## src/rtl/idli_uartx_m.sv

```systemverilog
// idli_uartx_m: full-duplex UART with word-level TX/RX FIFOs and a
// nibble-serial core interface (LSB nibble first), configurable bit period,
// word width, FIFO depths, optional even parity and sticky error flags.
module idli_uartx_m #(
  parameter int unsigned CLK_DIV   = 16,
  parameter int unsigned WORD_W    = 16,
  parameter int unsigned TX_DEPTH  = 4,
  parameter int unsigned RX_DEPTH  = 4,
  parameter int unsigned PARITY_EN = 0
) (
  input  logic       i_uartx_gck,
  input  logic       i_uartx_rst,
  input  logic [3:0] i_uartx_tx_data,
  input  logic       i_uartx_tx_vld,
  output logic       o_uartx_tx_rdy,
  output logic       o_uartx_tx,
  input  logic       i_uartx_rx,
  output logic       o_uartx_rx_vld,
  input  logic       i_uartx_rx_acp,
  output logic [3:0] o_uartx_rx_data,
  output logic       o_uartx_rx_data_vld,
  output logic [2:0] o_uartx_err,
  input  logic       i_uartx_err_clr
);
  localparam int unsigned NIBS  = WORD_W / 4;
  localparam int unsigned BYTES = WORD_W / 8;
  localparam int unsigned NW    = $clog2(NIBS);
  localparam int unsigned BW    = (BYTES > 1) ? $clog2(BYTES) : 1;
  localparam int unsigned DW    = $clog2(CLK_DIV);
  localparam int unsigned TPW   = (TX_DEPTH > 1) ? $clog2(TX_DEPTH) : 1;
  localparam int unsigned RPW   = (RX_DEPTH > 1) ? $clog2(RX_DEPTH) : 1;
  localparam int unsigned TCW   = $clog2(TX_DEPTH + 1);
  localparam int unsigned RCW   = $clog2(RX_DEPTH + 1);

  typedef enum logic [2:0] {TX_IDLE, TX_START, TX_DATA, TX_PARITY, TX_STOP} tx_st_e;
  typedef enum logic [2:0] {RX_IDLE, RX_START, RX_DATA, RX_PARITY, RX_STOP, RX_BREAK} rx_st_e;

  // ---------------- TX nibble collector ----------------
  logic              col_q;
  logic [NW-1:0]     col_idx_q;
  logic [WORD_W-1:0] col_word_q, col_word_d;
  logic              tx_full, tx_empty, tx_push, tx_pop;

  assign o_uartx_tx_rdy = !tx_full && !col_q;
  assign tx_push        = col_q && i_uartx_tx_vld && (col_idx_q == NW'(NIBS - 1));

  // Merge the incoming nibble into the partially collected word.
  always_comb begin
    col_word_d = col_word_q;
    col_word_d[{col_idx_q, 2'b00} +: 4] = i_uartx_tx_data;
  end

  // Collect NIBS consecutive nibbles; a gap in tx_vld abandons the word.
  always_ff @(posedge i_uartx_gck or posedge i_uartx_rst) begin
    if (i_uartx_rst) begin
      col_q      <= 1'b0;
      col_idx_q  <= '0;
      col_word_q <= '0;
    end else if (!col_q) begin
      if (i_uartx_tx_vld && o_uartx_tx_rdy) begin
        col_q           <= 1'b1;
        col_idx_q       <= NW'(1);
        col_word_q[3:0] <= i_uartx_tx_data;
      end
    end else if (!i_uartx_tx_vld) begin
      col_q <= 1'b0;
    end else begin
      col_word_q <= col_word_d;
      if (tx_push) col_q <= 1'b0;
      else         col_idx_q <= col_idx_q + NW'(1);
    end
  end

  // ---------------- TX FIFO ----------------
  logic [WORD_W-1:0] tx_mem_q [TX_DEPTH];
  logic [TPW-1:0]    tx_wr_q, tx_rd_q;
  logic [TCW-1:0]    tx_cnt_q;

  assign tx_full  = (tx_cnt_q == TCW'(TX_DEPTH));
  assign tx_empty = (tx_cnt_q == '0);

  // TX FIFO storage; emptiness is governed by the counter, so no reset needed.
  always_ff @(posedge i_uartx_gck) begin
    if (tx_push) tx_mem_q[tx_wr_q] <= col_word_d;
  end

  // TX FIFO pointers and occupancy.
  always_ff @(posedge i_uartx_gck or posedge i_uartx_rst) begin
    if (i_uartx_rst) begin
      tx_wr_q  <= '0;
      tx_rd_q  <= '0;
      tx_cnt_q <= '0;
    end else begin
      if (tx_push) tx_wr_q <= (tx_wr_q == TPW'(TX_DEPTH - 1)) ? '0 : tx_wr_q + TPW'(1);
      if (tx_pop)  tx_rd_q <= (tx_rd_q == TPW'(TX_DEPTH - 1)) ? '0 : tx_rd_q + TPW'(1);
      case ({tx_push, tx_pop})
        2'b10:   tx_cnt_q <= tx_cnt_q + TCW'(1);
        2'b01:   tx_cnt_q <= tx_cnt_q - TCW'(1);
        default: tx_cnt_q <= tx_cnt_q;
      endcase
    end
  end

  // ---------------- TX serialiser ----------------
  tx_st_e            tx_st_q;
  logic [DW-1:0]     tx_div_q;
  logic [2:0]        tx_bit_q;
  logic [BW-1:0]     tx_byte_q;
  logic [WORD_W-1:0] tx_sh_q;
  logic              tx_par_q, tx_q, tx_bit_end, tx_last_byte;

  assign tx_bit_end   = (tx_div_q == DW'(CLK_DIV - 1));
  assign tx_last_byte = (tx_byte_q == BW'(BYTES - 1));
  assign tx_pop       = !tx_empty && ((tx_st_q == TX_IDLE) ||
                        (tx_st_q == TX_STOP && tx_bit_end && tx_last_byte));
  assign o_uartx_tx   = tx_q;

  // Frame each byte LSB first; words chain back-to-back out of the FIFO.
  always_ff @(posedge i_uartx_gck or posedge i_uartx_rst) begin
    if (i_uartx_rst) begin
      tx_st_q   <= TX_IDLE;
      tx_div_q  <= '0;
      tx_bit_q  <= '0;
      tx_byte_q <= '0;
      tx_sh_q   <= '0;
      tx_par_q  <= 1'b0;
      tx_q      <= 1'b1;
    end else begin
      tx_div_q <= tx_bit_end ? '0 : tx_div_q + DW'(1);
      case (tx_st_q)
        TX_IDLE: begin
          tx_div_q <= '0;
          tx_q     <= 1'b1;
          if (tx_pop) begin
            tx_st_q   <= TX_START;
            tx_q      <= 1'b0;
            tx_sh_q   <= tx_mem_q[tx_rd_q];
            tx_byte_q <= '0;
          end
        end
        TX_START: if (tx_bit_end) begin
          tx_st_q  <= TX_DATA;
          tx_bit_q <= '0;
          tx_q     <= tx_sh_q[0];
          tx_par_q <= tx_sh_q[0];
        end
        TX_DATA: if (tx_bit_end) begin
          // Shifting once per data bit leaves the next byte in [7:0].
          tx_sh_q <= tx_sh_q >> 1;
          if (tx_bit_q == 3'd7) begin
            if (PARITY_EN != 0) begin
              tx_st_q <= TX_PARITY;
              tx_q    <= tx_par_q;
            end else begin
              tx_st_q <= TX_STOP;
              tx_q    <= 1'b1;
            end
          end else begin
            tx_bit_q <= tx_bit_q + 3'd1;
            tx_q     <= tx_sh_q[1];
            tx_par_q <= tx_par_q ^ tx_sh_q[1];
          end
        end
        TX_PARITY: if (tx_bit_end) begin
          tx_st_q <= TX_STOP;
          tx_q    <= 1'b1;
        end
        TX_STOP: if (tx_bit_end) begin
          if (!tx_last_byte) begin
            tx_st_q   <= TX_START;
            tx_q      <= 1'b0;
            tx_byte_q <= tx_byte_q + BW'(1);
          end else if (tx_pop) begin
            tx_st_q   <= TX_START;
            tx_q      <= 1'b0;
            tx_sh_q   <= tx_mem_q[tx_rd_q];
            tx_byte_q <= '0;
          end else begin
            tx_st_q <= TX_IDLE;
          end
        end
        default: tx_st_q <= TX_IDLE;
      endcase
    end
  end

  // ---------------- RX deserialiser ----------------
  logic              rx_s1_q, rx_s2_q, rx_s3_q;
  rx_st_e            rx_st_q;
  logic [DW-1:0]     rx_div_q;
  logic [2:0]        rx_bit_q;
  logic [7:0]        rx_byte_q;
  logic [BW-1:0]     rx_bidx_q;
  logic [WORD_W-1:0] rx_word_q;
  logic              rx_par_q, rx_perr_q, rx_push_q, rx_bit_end, rx_half;
  logic              par_set, frm_set, ovr_set;

  assign rx_bit_end = (rx_div_q == DW'(CLK_DIV - 1));
  assign rx_half    = (rx_div_q == DW'(CLK_DIV / 2 - 1));
  assign par_set    = (rx_st_q == RX_PARITY) && rx_bit_end && (rx_s2_q != rx_par_q);
  assign frm_set    = (rx_st_q == RX_STOP) && rx_bit_end && !rx_s2_q;

  // Two-flop synchroniser plus one history flop for falling-edge detection.
  always_ff @(posedge i_uartx_gck or posedge i_uartx_rst) begin
    if (i_uartx_rst) begin
      rx_s1_q <= 1'b1;
      rx_s2_q <= 1'b1;
      rx_s3_q <= 1'b1;
    end else begin
      rx_s1_q <= i_uartx_rx;
      rx_s2_q <= rx_s1_q;
      rx_s3_q <= rx_s2_q;
    end
  end

  // Mid-bit sampling; any errored byte throws away the partial word.
  always_ff @(posedge i_uartx_gck or posedge i_uartx_rst) begin
    if (i_uartx_rst) begin
      rx_st_q   <= RX_IDLE;
      rx_div_q  <= '0;
      rx_bit_q  <= '0;
      rx_byte_q <= '0;
      rx_bidx_q <= '0;
      rx_word_q <= '0;
      rx_par_q  <= 1'b0;
      rx_perr_q <= 1'b0;
      rx_push_q <= 1'b0;
    end else begin
      rx_push_q <= 1'b0;
      rx_div_q  <= rx_bit_end ? '0 : rx_div_q + DW'(1);
      case (rx_st_q)
        RX_IDLE: begin
          rx_div_q <= '0;
          if (rx_s3_q && !rx_s2_q) rx_st_q <= RX_START;
        end
        RX_START: if (rx_half) begin
          rx_div_q  <= '0;
          rx_bit_q  <= '0;
          rx_par_q  <= 1'b0;
          rx_perr_q <= 1'b0;
          rx_st_q   <= rx_s2_q ? RX_IDLE : RX_DATA;
        end
        RX_DATA: if (rx_bit_end) begin
          rx_byte_q <= {rx_s2_q, rx_byte_q[7:1]};
          rx_par_q  <= rx_par_q ^ rx_s2_q;
          rx_bit_q  <= rx_bit_q + 3'd1;
          if (rx_bit_q == 3'd7) rx_st_q <= (PARITY_EN != 0) ? RX_PARITY : RX_STOP;
        end
        RX_PARITY: if (rx_bit_end) begin
          rx_perr_q <= par_set;
          rx_st_q   <= RX_STOP;
        end
        RX_STOP: if (rx_bit_end) begin
          if (!rx_s2_q) begin
            rx_bidx_q <= '0;
            rx_st_q   <= RX_BREAK;
          end else begin
            rx_st_q <= RX_IDLE;
            if (rx_perr_q) begin
              rx_bidx_q <= '0;
            end else begin
              rx_word_q[{rx_bidx_q, 3'b000} +: 8] <= rx_byte_q;
              if (rx_bidx_q == BW'(BYTES - 1)) begin
                rx_bidx_q <= '0;
                rx_push_q <= 1'b1;
              end else begin
                rx_bidx_q <= rx_bidx_q + BW'(1);
              end
            end
          end
        end
        RX_BREAK: if (rx_s2_q) rx_st_q <= RX_IDLE;
        default: rx_st_q <= RX_IDLE;
      endcase
    end
  end

  // ---------------- RX FIFO and readout ----------------
  logic [WORD_W-1:0] rx_mem_q [RX_DEPTH];
  logic [RPW-1:0]    rx_wr_q, rx_rd_q;
  logic [RCW-1:0]    rx_cnt_q;
  logic              rx_full, rx_empty, rx_wr_en, rx_pop, rd_act_q;
  logic [NW-1:0]     rd_idx_q, rd_idx_nxt;
  logic [3:0]        rd_dat_q;
  logic [WORD_W-1:0] rx_head;

  assign rx_full             = (rx_cnt_q == RCW'(RX_DEPTH));
  assign rx_empty            = (rx_cnt_q == '0);
  assign rx_pop              = rd_act_q && (rd_idx_q == NW'(NIBS - 1));
  assign rx_wr_en            = rx_push_q && (!rx_full || rx_pop);
  assign ovr_set             = rx_push_q && rx_full && !rx_pop;
  assign rx_head             = rx_mem_q[rx_rd_q];
  assign rd_idx_nxt          = rd_idx_q + NW'(1);
  assign o_uartx_rx_vld      = !rx_empty && !rd_act_q;
  assign o_uartx_rx_data     = rd_dat_q;
  assign o_uartx_rx_data_vld = rd_act_q;

  // RX FIFO storage.
  always_ff @(posedge i_uartx_gck) begin
    if (rx_wr_en) rx_mem_q[rx_wr_q] <= rx_word_q;
  end

  // RX FIFO pointers and occupancy; a full FIFO popped this cycle still accepts.
  always_ff @(posedge i_uartx_gck or posedge i_uartx_rst) begin
    if (i_uartx_rst) begin
      rx_wr_q  <= '0;
      rx_rd_q  <= '0;
      rx_cnt_q <= '0;
    end else begin
      if (rx_wr_en) rx_wr_q <= (rx_wr_q == RPW'(RX_DEPTH - 1)) ? '0 : rx_wr_q + RPW'(1);
      if (rx_pop)   rx_rd_q <= (rx_rd_q == RPW'(RX_DEPTH - 1)) ? '0 : rx_rd_q + RPW'(1);
      case ({rx_wr_en, rx_pop})
        2'b10:   rx_cnt_q <= rx_cnt_q + RCW'(1);
        2'b01:   rx_cnt_q <= rx_cnt_q - RCW'(1);
        default: rx_cnt_q <= rx_cnt_q;
      endcase
    end
  end

  // Stream the head word to the core one nibble per cycle after an accept.
  always_ff @(posedge i_uartx_gck or posedge i_uartx_rst) begin
    if (i_uartx_rst) begin
      rd_act_q <= 1'b0;
      rd_idx_q <= '0;
      rd_dat_q <= '0;
    end else if (rd_act_q) begin
      if (rx_pop) begin
        rd_act_q <= 1'b0;
        rd_dat_q <= '0;
      end else begin
        rd_idx_q <= rd_idx_nxt;
        rd_dat_q <= rx_head[{rd_idx_nxt, 2'b00} +: 4];
      end
    end else if (i_uartx_rx_acp && o_uartx_rx_vld) begin
      rd_act_q <= 1'b1;
      rd_idx_q <= '0;
      rd_dat_q <= rx_head[3:0];
    end
  end

  // Sticky errors; a new error in the clearing cycle survives the clear.
  always_ff @(posedge i_uartx_gck or posedge i_uartx_rst) begin
    if (i_uartx_rst) o_uartx_err <= '0;
    else o_uartx_err <= (i_uartx_err_clr ? 3'b000 : o_uartx_err) | {ovr_set, par_set, frm_set};
  end

endmodule

```

## config.mk

```make
export PLATFORM = sky130hd
export DESIGN_NAME = idli_uartx_m
export DESIGN_NICKNAME = d
export VERILOG_FILES = /design/src/rtl/idli_uartx_m.sv
export SDC_FILE = /design/constraint.sdc
export NUM_CORES = 1
export LEC_CHECK = 0
export ABC_AREA = 1
export BUFFER_PORTS_ARGS = -buffer_cell sky130_fd_sc_hd__buf_4
export CAP_MARGIN = 20
export CELL_PAD_IN_SITES_DETAIL_PLACEMENT = 0
export CELL_PAD_IN_SITES_GLOBAL_PLACEMENT = 1
export CORE_MARGIN = 2
export CORE_UTILIZATION = 35
export CTS_BUF_LIST = sky130_fd_sc_hd__clkbuf_8 sky130_fd_sc_hd__clkbuf_16
export CTS_CLUSTER_DIAMETER = 80
export DETAILED_ROUTE_END_ITERATION = 6
export PLACE_DENSITY_LB_ADDON = 0.08
export SLEW_MARGIN = 20
export SYNTH_ARGS = -nofsm -noshare
export SYNTH_HDL_FRONTEND = slang
export SYNTH_SLANG_ARGS = --single-unit
```

## constraint.sdc

```tcl
create_clock -name i_uartx_gck -period 3.7 [get_ports i_uartx_gck]
set_clock_uncertainty 0.2 [all_clocks]
set_input_delay 0.74 -clock i_uartx_gck [delete_from_list [all_inputs] [get_ports i_uartx_gck]]
set_output_delay 0.74 -clock i_uartx_gck [all_outputs]
set_load 0.02 [all_outputs]
```

; Yosys cells after proc, flatten, opt, wreduce, memory -nomap -nowiden
; Memory sizes are Yosys's and may differ from the RTL's.
; Index checks and enable logic that the tools add are counted.
[classes]
multipliers = 0
addsub = 18
n_lt_le_gt_ge = 0
bitwise_logic = 3
muxes = 94
eq_ne = 46
n_div = 0
shifts = 5
reduce_logical = 57
[ops]
columns = cell, count
row1 = $mux W16, 4
row2 = $mux W3, 20
row3 = $pmux W16 S3, 1
row4 = $mux W4, 10
row5 = $ne A2 B2 Y1 const B, 18
row6 = $mux W1, 34
row7 = $bwmux W16, 2
row8 = $mux W2, 12
row9 = $pmux W3 S2, 4
row10 = $eq A3 B3 Y1 const B, 7
row11 = $logic_and A1 B1 Y1, 18
row12 = $pmux W3 S6, 1
row13 = $eq A2 B2 Y1 const B, 8
row14 = $reduce_bool A2 Y1, 8
row15 = $shift A4 B6 Y16 const A, 1
row16 = $shift A8 B6 Y16 const A, 1
row17 = $shiftx A16 B5 Y4, 1
row18 = $shiftx A4 B6 Y16, 1
row19 = $shiftx A8 B6 Y16, 1
row20 = $pmux W3 S5, 1
row21 = $add A2 B1 Y2 const B, 6
row22 = $add A3 B1 Y3 const B, 4
row23 = $eq A3 B2 Y1 const B, 4
row24 = $logic_not A3 Y1, 4
row25 = 25 further kinds, 52
[totals]
output_inout_bits = 11
ramBits = 128
reg_bits = 112
latch_bits = 0
inputBits = 10
memories = 2
elab_cells = 257
mem_bits_ro = 0
[memory_table]
columns = name, depth, word_bits, read_ports, rd_clocked_by_memory_dff, write_ports, line
row1 = rx_mem_q, 4, 16, 1, 0, 1, 279  ; logic [WORD_W-1:0] rx_mem_q [RX_DEPTH];
row2 = tx_mem_q, 4, 16, 1, 0, 1, 75  ; logic [WORD_W-1:0] tx_mem_q [TX_DEPTH];

; Longest topological paths before layout
[depth]
ltp_word = 9
mapped_depth = 11
mapped_depth_nobuf = 11

; Worst setup path before layout
; OpenSTA, ideal clock, no wires.
[synth_path]
kind = in2reg
from = input port i_uartx_tx_vld
to = memory tx_mem_q[0][0], enable pin
setup_ps = 389
required_ps = 3111
arrival_ps = 2068
setup_slack_ps = 1043
path_stages = 4
n_path_buf = 0
path_cell_list = nand2_1 -> nor2_1 -> inv_1 -> nor2_1
[synth_between]
elab_chain_cells = 4
[synth_lines]
columns = item, line
row1 = start: declaration, 14  ; input logic i_uartx_tx_vld,
row2 = $logic_and A1 B1 Y1 (2 in a row), 45  ; assign tx_push = col_q && i_uartx_tx_vld && (col_idx_q == NW'(NIBS - 1));
row3 = $mux W1, 84  ; if (tx_push) tx_mem_q[tx_wr_q] <= col_word_d;
row4 = $mux W1 (not written as such), 84
row5 = end: declaration, 75
; No other way between the ends.

; Final worst setup path
[layout_path]
from = register col_idx_q[0]
to = register tx_cnt_q[1]
[layout_between]
elab_chain_cells = 4
elab_cells_between_ends = 6
classes_between = eq/ne: 3 / mux: 1 / reduce/logical: 2
[layout_lines]
columns = item, line
row1 = start: declaration, 40  ; logic [NW-1:0] col_idx_q;
row2 = start signal: assignment, 70  ; else col_idx_q <= col_idx_q + NW'(1);
row3 = $eq A2 B2 Y1 *, 45
row4 = $logic_and A1 B1 Y1 *, 45
row5 = $eq A2 B1 Y1 or $eq A2 B2 Y1 (tied branches), 96  ; case ({tx_push, tx_pop})
row6 = $pmux W3 S2 or $reduce_bool A2 Y1 (tied branches), n/a
row7 = end signal: assignment, 97  ; 2'b10: tx_cnt_q <= tx_cnt_q + TCW'(1);
row8 = end signal: assignment, 98  ; 2'b01: tx_cnt_q <= tx_cnt_q - TCW'(1);
row9 = end signal: assignment, 99  ; default: tx_cnt_q <= tx_cnt_q;
row10 = end: declaration, 77  ; logic [TCW-1:0] tx_cnt_q;
; Mark *: on every way between the ends. The rest lies on a longest branch, timed or not.
; A chain may end at the register's enable or synchronous reset.

==> impl_metrics.tcl <==
set metrics [dict create \
    yosysUniqueCellTypes 38 \
    netlist_instances 1002 \
    num-nets-final 1068 \
    async_reset_ff_frac 0.467 \
    fillCellCount 2872 \
    grt_pass1_vias 6672 \
    ys_warn_count 0 \
    grt.total_usage 0.150 \
    finalNonFillerCells 1445 \
    synth_edf_count 128 \
    worst_path_max_delay_cell "dfrtp_1" \
    gp_congestion 0.751 \
    grt_pass1_wl_um 36900 \
    clockRootBuffer "clkbuf_16" \
    clock_latency_ns 0.53 \
    syn_nets 1037 \
    finalCriticalPeriod_ns 2.64 \
    crit_path_start_kind "register" \
    cts_resized 0 \
    crit_required_ns 3.94 \
    dr.pass1.iters 5 \
    path_class "reg2reg" \
    internal-power_w 0.00580 \
    fin_tns_setup_ns 0 \
    ctsHtreeMaxLevel 1 \
    core_area_mm2 0.0296 \
    wl_per_cell_um 15.6 \
    slew_viol_final 0 \
    setup_viol 0 \
    p_leak_nw 4.92 \
    crit_path_max_incr_delay_ns 0.50 \
    die_h_um 177 \
    holdBufCountCts 0 \
    clk_pin_slew_ns 0.06 \
    dieArea_mm2 0.0313 \
    cp_top_family "adder cells" \
    synth_ff_type "edfxtp_1" \
    power_frac_comb 0.297 \
    worstMarginPinSlew_ns 1.06 \
    detail-route-antenna-nets 0 \
    pre_cts_slack_ns 0.899 \
    port_buffers 20 \
    cts_buffers 28 \
    cap_violations 0 \
    cp_max_fo 10 \
    viasPerCell 4.66 \
    cts_setup_buffers 0 \
    antenna_cells 0 \
    ys_ff_latch 240 \
    status "completed" \
    place_area_mm2 0.0111 \
    clock_path_buffers 3 \
    drive_gt1_frac 0.118 \
    r2r_slack_ns 1.06 \
    slew_headroom 0.295 \
    power_frac_clock 0.307 \
    worstPathArrival_ns 2.89 \
    final_common_cell "nand2_1" \
    pwr_density_cell_mw_per_mm2 742 \
    dp_hpwl_um 14300 \
    top_level_ports 21 \
    fin_area_mm2 0.0120 \
    period_share 0.715 \
    syn_area_per_cell_um2 10.4 \
    layout_common_cells "nand2_1 (181), edfxtp_1 (128), inv_1 (114)" \
    grt.overflow.total 0 \
    worst_ir_drop_vdd_mv 0.328 \
    switchingPower_w 0.00309 \
    worstHoldPathType "in2reg" \
    die-width_um 177 \
    crit_top_cell "inv_1" \
    rsz0062_at_grt "no" \
    antenna_found_initial 0 \
    num_vias 6734 \
    cp-end-kind "register" \
    worst_slack_ns 1.06 \
    floorplan.rows 63 \
    place_inst 1393 \
    hold_violations 0 \
    drt_iter0_markers 425 \
    start_util 0.354 \
    crit_chain "ha_1 > inv_1 > nor2_1 > inv_1 > ha_1 > inv_1 > fa_1 > o21ai_0" \
    area_growth_pct 14.6 \
    pwr-share-seq 0.396 \
    cp_num_buf_inv 3 \
    drc 0 \
    yosysSeqAreaShare 0.636 \
    wirelength_um 22600 \
    grt_max_degree 51 \
    cts_tree "yes" \
    switching_share 0.347 \
    syn_area_mm2 0.0105 \
    clkSinkCount 240 \
    clock.fmax_mhz 378 \
]
==> area by class of cell <==
class | count | area (µm²) | share of cell area
clock buffers | 32 | 767 | 0.0640
clock inverters | 20 | 160 | 0.0134
inverters | 115 | 435 | 0.0363
multi-input cells | 613 | 3190 | 0.266
flip-flops and latches | 240 | 6650 | 0.555
well taps | 390 | 488 | 0.0407
repair buffers | 35 | 288 | 0.0240
==> through the flow <==
stage,total power [W],utilization,hold slack (ns)
floorplan,0.00550,-,0.145
global placement,0.00625,0.374,0.148
detailed placement,0.00625,0.374,0.152
CTS,0.00902,0.405,0.0924
global route,0.00957,0.405,0.0904
finish,0.00889,0.405,0.119
==> power groups by stage <==
| stage | combinational [W] | clock, W | sequential (W) |
|---|---|---|---|
| floorplan | 0.00198 | 0 | 0.00352 |
| global placement | 0.00269 | 0 | 0.00357 |
| detailed placement | 0.00268 | 0 | 0.00357 |
| CTS | 0.00269 | 0.00281 | 0.00352 |
| global route | 0.00308 | 0.00292 | 0.00357 |
| finish | 0.00264 | 0.00273 | 0.00352 |
==> worst paths after layout <==
path                              startpoint          end  cells after the start
worst max-delay path            col_idx_q[0]  tx_cnt_q[1]                      8
worst min-delay path              i_uartx_rx      rx_s1_q                      1
worst max register to register  col_idx_q[0]  tx_cnt_q[1]                      8
worst min register to register       rx_s1_q      rx_s2_q                      0
max in group asynchronous        i_uartx_rst   tx_sh_q[9]                      3
min in group asynchronous        i_uartx_rst   tx_st_q[2]                      2
==> registers in the layout, summed over array words and instances, names as in the netlist, 4 cells and up <==
name	flops
tx_sh_q	16
rx_div_q	4
tx_div_q	4
rx_byte_q	8
col_word_q	16
o_uartx_rx_data	4
rx_mem_q	64
tx_mem_q	64
rx_word_q	16
==> cells by family after synthesis <==
kind of cell               synth area share
buffers and inverters                0.0586
AOI/OAI and AO/OA                     0.119
DFF                                   0.636
xor gates and xnor gates            0.00419
adders and majority gates            0.0314
and+or+nand+nor                       0.150
==> cell usage after synthesis, types with 3 or more instances <==
master    number  share of area
nor3_1         6         0.0029
inv_2          6         0.0022
clkbuf_1      16         0.0057
inv_1        107          0.038
nand2_2        7         0.0042
a31oi_1        3         0.0018
nand3_1       55          0.026
buf_6          5         0.0054
o21ai_1       27          0.013
dfstp_2        4          0.010
a21oi_1       16         0.0077
xnor2_1        3         0.0025
o32ai_1        4         0.0034
nand2_1      181          0.065
nor2_1       102          0.037
o21ai_2       18          0.015
o22ai_1       14         0.0084
nor2_4         3         0.0032
buf_2         12         0.0057
dfrtp_1      108           0.26
o21ai_0      112          0.054
or2_2          3         0.0018
edfxtp_1     128           0.37
o211ai_1      19          0.014
ha_1          23          0.028
nand4_1        3         0.0018
==> per-layer routing <==
| layer | global-route usage | vias up | share of wire |
|---|---|---|---|
| li1 | - | 3457 | - |
| met1 | 0.223 | 3164 | 0.51 |
| met2 | 0.231 | 87 | 0.44 |
| met3 | 0.0249 | 26 | 0.040 |
| met4 | 0.0296 | 0 | 0.012 |
| met5 | 0 | - | 0 |
(Power assumes the default switching activity.)
